## src/rtl/serial_pattern_detector.sv

```systemverilog
// rtl/serial_pattern_detector.sv - N-channel serial pattern detector with match hold-off
// Define MATCH_CNT_EN to add per-channel saturating match counters on match_cnt.
module serial_pattern_detector #(
  parameter int               N_CH    = 2,
  parameter int               PAT_W   = 4,
  parameter logic [PAT_W-1:0] PATTERN = 4'b1011,
  parameter int               HOLDOFF = 2,
  parameter bit               OVERLAP = 1'b1
) (
  input  logic              clock,
  input  logic              reset,
  input  logic [N_CH-1:0]   LINEA,
  input  logic [N_CH-1:0]   LINEA_VLD,
  output logic [N_CH-1:0]   U,
`ifdef MATCH_CNT_EN
  output logic [8*N_CH-1:0] match_cnt,
`endif
  output logic              prop
);

  typedef enum logic [1:0] {S_FILL, S_ARMED, S_HOLD} state_t;

  localparam int             FW        = $clog2(PAT_W);
  localparam logic [FW-1:0]  FILL_LAST = FW'(PAT_W - 1);
  localparam logic [7:0]     HOLD_INIT = (HOLDOFF > 0) ? 8'(HOLDOFF - 1) : 8'd0;

  logic [N_CH-1:0] ch_ok;

  for (genvar c = 0; c < N_CH; c++) begin : g_ch
    state_t           st;
    logic [PAT_W-1:0] sr;
    logic [FW-1:0]    fill;
    logic [7:0]       hcnt;
    logic             u_q;
    logic             u_prev;
    logic [PAT_W-1:0] w;
    logic             take;

    // Window including the bit being offered this cycle; the oldest sr bit falls off.
    assign w    = PAT_W'({sr, LINEA[c]});
    assign take = (w == PATTERN) &&
                  ((st == S_ARMED) || ((st == S_FILL) && (fill == FILL_LAST)));

    always_ff @(posedge clock) begin
      if (reset) begin
        st     <= S_FILL;
        sr     <= '0;
        fill   <= '0;
        hcnt   <= '0;
        u_q    <= 1'b0;
        u_prev <= 1'b0;
      end else begin
        u_prev <= u_q;
        u_q    <= 1'b0;
        if (LINEA_VLD[c]) begin
          sr <= w;
          if (take) begin
            u_q  <= 1'b1;
            fill <= '0;
            if (HOLDOFF > 0) begin
              st   <= S_HOLD;
              hcnt <= HOLD_INIT;
            end else if (OVERLAP) begin
              st <= S_ARMED;
            end else begin
              st <= S_FILL;
            end
          end else begin
            case (st)
              S_FILL: begin
                if (fill == FILL_LAST) begin
                  st   <= S_ARMED;
                  fill <= '0;
                end else begin
                  fill <= fill + 1'b1;
                end
              end
              S_ARMED: st <= S_ARMED;
              S_HOLD: begin
                if (hcnt == 8'd0) begin
                  // Non-overlap flush: a fresh PAT_W bits must arrive before the next match.
                  if (OVERLAP) begin
                    st <= S_ARMED;
                  end else begin
                    st   <= S_FILL;
                    fill <= '0;
                  end
                end else begin
                  hcnt <= hcnt - 1'b1;
                end
              end
              default: st <= S_FILL;
            endcase
          end
        end
      end
    end

    assign U[c] = u_q;
    assign ch_ok[c] = !u_q ||
                      (((st == S_HOLD) ||
                        ((HOLDOFF == 0) && ((st == S_ARMED) || (st == S_FILL)))) &&
                       ((HOLDOFF == 0) || !u_prev));

`ifdef MATCH_CNT_EN
    logic [7:0] mcnt;
    always_ff @(posedge clock) begin
      if (reset) begin
        mcnt <= '0;
      end else if (u_q && (mcnt != 8'hFF)) begin
        mcnt <= mcnt + 8'd1;
      end
    end
    assign match_cnt[8*c +: 8] = mcnt;
`endif
  end

  assign prop = &ch_ok;

  always_ff @(posedge clock) begin
    if (!reset) begin
      assert (prop);
    end
  end

endmodule

```

## config.mk

```make
export PLATFORM = sky130hd
export DESIGN_NAME = serial_pattern_detector
export DESIGN_NICKNAME = d
export VERILOG_FILES = /design/src/rtl/serial_pattern_detector.sv
export SDC_FILE = /design/constraint.sdc
export NUM_CORES = 1
export LEC_CHECK = 0
export ABC_AREA = 1
export CAP_MARGIN = 20
export CORE_MARGIN = 5
export CORE_UTILIZATION = 54
export CTS_CLUSTER_SIZE = 25
export DETAILED_ROUTE_END_ITERATION = 12
export HOLD_SLACK_MARGIN = 0.05
export PLACE_DENSITY = 0.82
export SLEW_MARGIN = 20
export SYNTH_ARGS = -nofsm -noshare
export SYNTH_HDL_FRONTEND = slang
export SYNTH_SLANG_ARGS = --single-unit
```

## constraint.sdc

```tcl
create_clock -name clock -period 2.9 [get_ports clock]
set_input_delay 0.435 -clock clock [delete_from_list [all_inputs] [get_ports clock]]
set_output_delay 0.435 -clock clock [all_outputs]
set_load 0.1 [all_outputs]
```

; Word level (Yosys, flattened, before mapping)
; Cells that the tools add are included.
; W data, S select, Z words.
[totals]
reg_bits = 34
inputBits = 6
[classes]
bitwise = 2
addsub = 4
n_reduce_logical = 31
n_mux = 22
n_eq_ne = 14
[op_table]
columns = op, n
row1 = $mux W8, 6
row2 = $mux W2, 12
row3 = $logic_not A8 Y1, 2
row4 = $sub A8 B1 Y8 const B, 2
row5 = $pmux W2 S3, 2
row6 = $reduce_and A3 Y1, 4
row7 = $eq A2 B2 Y1 const B, 4
row8 = $eq A4 B4 Y1 const B, 2
row9 = $reduce_bool A2 Y1, 4
row10 = $logic_and A1 B1 Y1, 6
row11 = $ne A3 B2 Y1 const B, 2
row12 = $ne A3 B3 Y1 const B, 2
row13 = $reduce_and A2 Y1, 3
row14 = $add A2 B1 Y2 const B, 2
row15 = $eq A2 B1 Y1 const B, 2
row16 = $logic_not A1 Y1, 4
row17 = $logic_not A2 Y1, 2
row18 = $logic_or A1 B1 Y1, 4
row19 = $ne A2 B2 Y1 const B, 2
row20 = $reduce_or A2 Y1, 2
row21 = $mux W1, 2
row22 = $not A1 Y1, 2

; Depth between registers and ports, before layout
[logic_depth]
depth_word = 6
ltp_mapped = 11
ltp_nobuf = 10

; Worst setup path before layout
; No wires, ideal clock.
[synth_path]
path_type = flip-flop to output port
from = register g_ch[1].st[1]
to = output port prop
setup_slack_ns = 1.060
arrival_time_ns = 1.405
path_stages_with_launch = 7
cell_sequence = dfxtp_1 > inv_2 > nor2_2 > inv_1 > o21ai_0 > o21ai_0 > inv_1
[synth_between]
elab_chain_cells = 4
[synth_lines]
columns = item, line
row1 = "start, declared", 30  ; state_t st;
row2 = "start signal, assigned", 46  ; st <= S_FILL;
row3 = "start signal, assigned", 61  ; st <= S_HOLD;
row4 = "start signal, assigned", 64  ; st <= S_ARMED;
row5 = $eq A2 B2 Y1, 101  ; (((st == S_HOLD) ||
row6 = $logic_and A1 B1 Y1, 102  ; ((HOLDOFF == 0) && ((st == S_ARMED) || (st == S_FILL)))) &&
row7 = $logic_or A1 B1 Y1, 100  ; assign ch_ok[c] = !u_q ||
row8 = $reduce_and A2 Y1, 118  ; assign prop = &ch_ok;
row9 = "end, declared", 18  ; output logic prop
; No other way between the ends.

; Worst setup path in the final report
; Ends and elaborated chain as after synthesis.

==> run metrics <==
status=complete, no violations; routed via count=1574; setup TNS=0 ns; number of gates resized after CTS=0; met2 wire len=roughly 1600 um; Final Hold Fails=0; Critical Path AT=roughly 1.6 ns; top layer in use=met4; HP Start=g_ch[1].u_q$_SDFF_PP0_; Area Growth Syn to Fin=7.82%; DP Wirelength=2480 um; share of Yosys cell area claimed by the top area cell type=0.367; Slew @ Worst Pin=0.447 ns; post-synth top area cell=dfxtp_1; number of flops mapped to enable cells by yosys=0; Max-slew headroom=0.701; largest net degree at the start of global routing=15; critical path type=reg -> out; Max-Cap Viols=0; post-CTS setup buffer count=0; Syn Nets=274; Pwr per Cell Area=roughly 420 mW/mm^2; Clk Latency, worst-skew pair=approximately 0.34 ns; share of layout cells above drive strength 1=0.143; routed wire length=roughly 3400 um; Overflow after GRT=0; IO buf count=8; Synthesis Warnings=0; RePlAce Congestion=approximately 0.8; first-pass detailed-route iteration total=5; fin cells=approximately 320; GRT Total Usage=0.166; final-report setup violation count=0; vias in the first global route=about 1400; Detail Route Antenna Nets=0; # hold bufs at CTS=0; initial drt markers=138; die area=0.00471 mm^2; FF+latch area=681 um^2; Hold Path Class=reg -> reg; fill count=a little over 300; Synth cell types=33; DRC violations left=0; Core Util, Final=0.600; WL met3=between 150 and 200 um; fin nets=around 280; average wire per standard cell=roughly 11 um; RSZ-0062 raised after global routing=false; fin crit share=0.711; Synth Instances=262; wire length on met1=approximately 1500 um; total CTS buffers=5; ranking of synthesized cells by area=dfxtp_1, nor2_1, inv_1; Worst setup SP type=flip-flop; CTS Sinks=34; crit path launch=g_ch[1].st[1]$_SDFFE_PP0P_; Mapped Avg Cell Area=approximately 7.1 um^2; Root Buffer=clkbuf_4; crit path time final=2.06 ns; crit end category=primary output; # IOs=9; clk buf depth=2; CTS tree=yes; Site Rows=21; initial antenna violation count=0; Top FF cell, synth=dfxtp_1; launching point of the worst reg2reg path=g_ch[1].fill[0]$_SDFFE_PP0P_; Initial Utilization=0.556; chip height=between 60 and 70 um; via/cell ratio=approximately 5; core footprint=0.00334 mm^2; overall die width=68.6 um; sequential area share after synthesis=0.367; worst path required time=2.47 ns; fin. max-slew vios=0; Max Freq=a little under 0.5 GHz; CTS H-tree depth=2; placed cells=between 300 and 400; most instantiated cells after synthesis=nor2_1, inv_1, nand2_1, dfxtp_1, nand3_1; worst-path fanout max=3; synthesized flop and latch total=34; first-pass GRT wire length=between 5000 and 6000 um; # diodes=0; share of flip-flops with an asynchronous set or reset=0; Synth Cell Area=0.00186 mm^2; count leader, synth=nor2_1; leakage=just over 0.9 nW; Worst Clk Skew=roughly 0.003 ns; VDD IR max=about 0.00024 V; footprint of the multi-input gates=around 960 um^2; Clock Pin Slew Worst Setup and Hold Paths=~0.10 ns
placed cells by master, fill, tap and decap left out, drive strengths merged:
cell type / n
clkdlybuf4s50: 5
nor2: 49
o2111ai: 1
clkinv: 1
dfxtp: 34
and2: 1
nand2: 48
nand4: 2
clkbuf: 7
nand3b: 1
inv: 44
o21ai: 14
or2: 2
ha: 6
nor3: 7
xor2: 1
buf: 4
a21oi: 23
nand3: 22
cell type report:
class / instances / area share
clock buffers: 7 / 0.0275
clock inverters: 1 / 0.00250
well taps: 46 / 0.0287
repair buffers: 9 / 0.0400
flip-flops and latches: 34 / 0.340
multi-input cells: 177 / 0.479
inverters: 44 / 0.0825
where the power goes:
group | internal, W | switching (W) | leakage (nW) | total, W
clock network | 0.000117 | 0.000163 | 0.0353 | 0.000280
logic | 0.0000260 | 0.0000388 | 0.599 | 0.0000648
registers | 0.000479 | 0.00000832 | 0.276 | 0.000487
total | 0.000623 | 0.000210 | 0.911 | 0.000832
critical path, stage by stage (launching register included):
cell and delay [ns]:
dfxtp_1 0.38, inv_2 0.07, nor2_2 0.17, inv_1 0.09, o21ai_0 0.14, o21ai_0 0.10
inv_1 0.06, buf_4 0.28
sequential cells by signal (all words and copies together) (netlist names):
signal	cells
g_ch.u_q	2
g_ch.sr	6
g_ch.hcnt	16
g_ch.u_prev	2
g_ch.st	4
g_ch.fill	4
layer usage:
layer | global-route usage | vias to the layer above
met2 | 0.286 | 26
met4 | 0.0968 | 0
met3 | 0.0421 | 7
met5 | 0 | -
met1 | 0.184 | 706
li1 | - | 835
cells by family (layout without fill, tap and decap cells):
logic type                 after synthesis  after routing  synth area share
xor gates and xnor gates                 1              1           0.00472
buffers and inverters                   51             61             0.117
adders and majority gates                6              6            0.0404
DFF                                     34             34             0.367
AOI/OAI and AO/OA                       38             38             0.129
and+or+nand+nor                        132            132             0.342
worst paths after layout:
path	end	slack [ns]	depth (start not counted)
worst min register to register	g_ch[1].u_prev$_SDFF_PP0_	0.45	2
worst min-delay path	g_ch[1].u_prev$_SDFF_PP0_	0.45	2
worst max register to register	g_ch[1].hcnt[7]$_SDFFE_PP0P_	1.37	8
worst max-delay path	prop	0.84	7
per-stage QoR:
step                      total power [W]  hold slack (ns)  area [um^2]  setup WS, ns
after floorplan                  0.000545            0.413         1860          1.06
after global placement           0.000561            0.432         1940          1.04
after detailed placement         0.000563            0.441         1940         0.984
after CTS                        0.000841            0.458         2000         0.817
after global routing             0.000879            0.459         2000         0.694
final                            0.000832            0.447         2000         0.839
No activity file was read; power rests on OpenSTA's default activity.
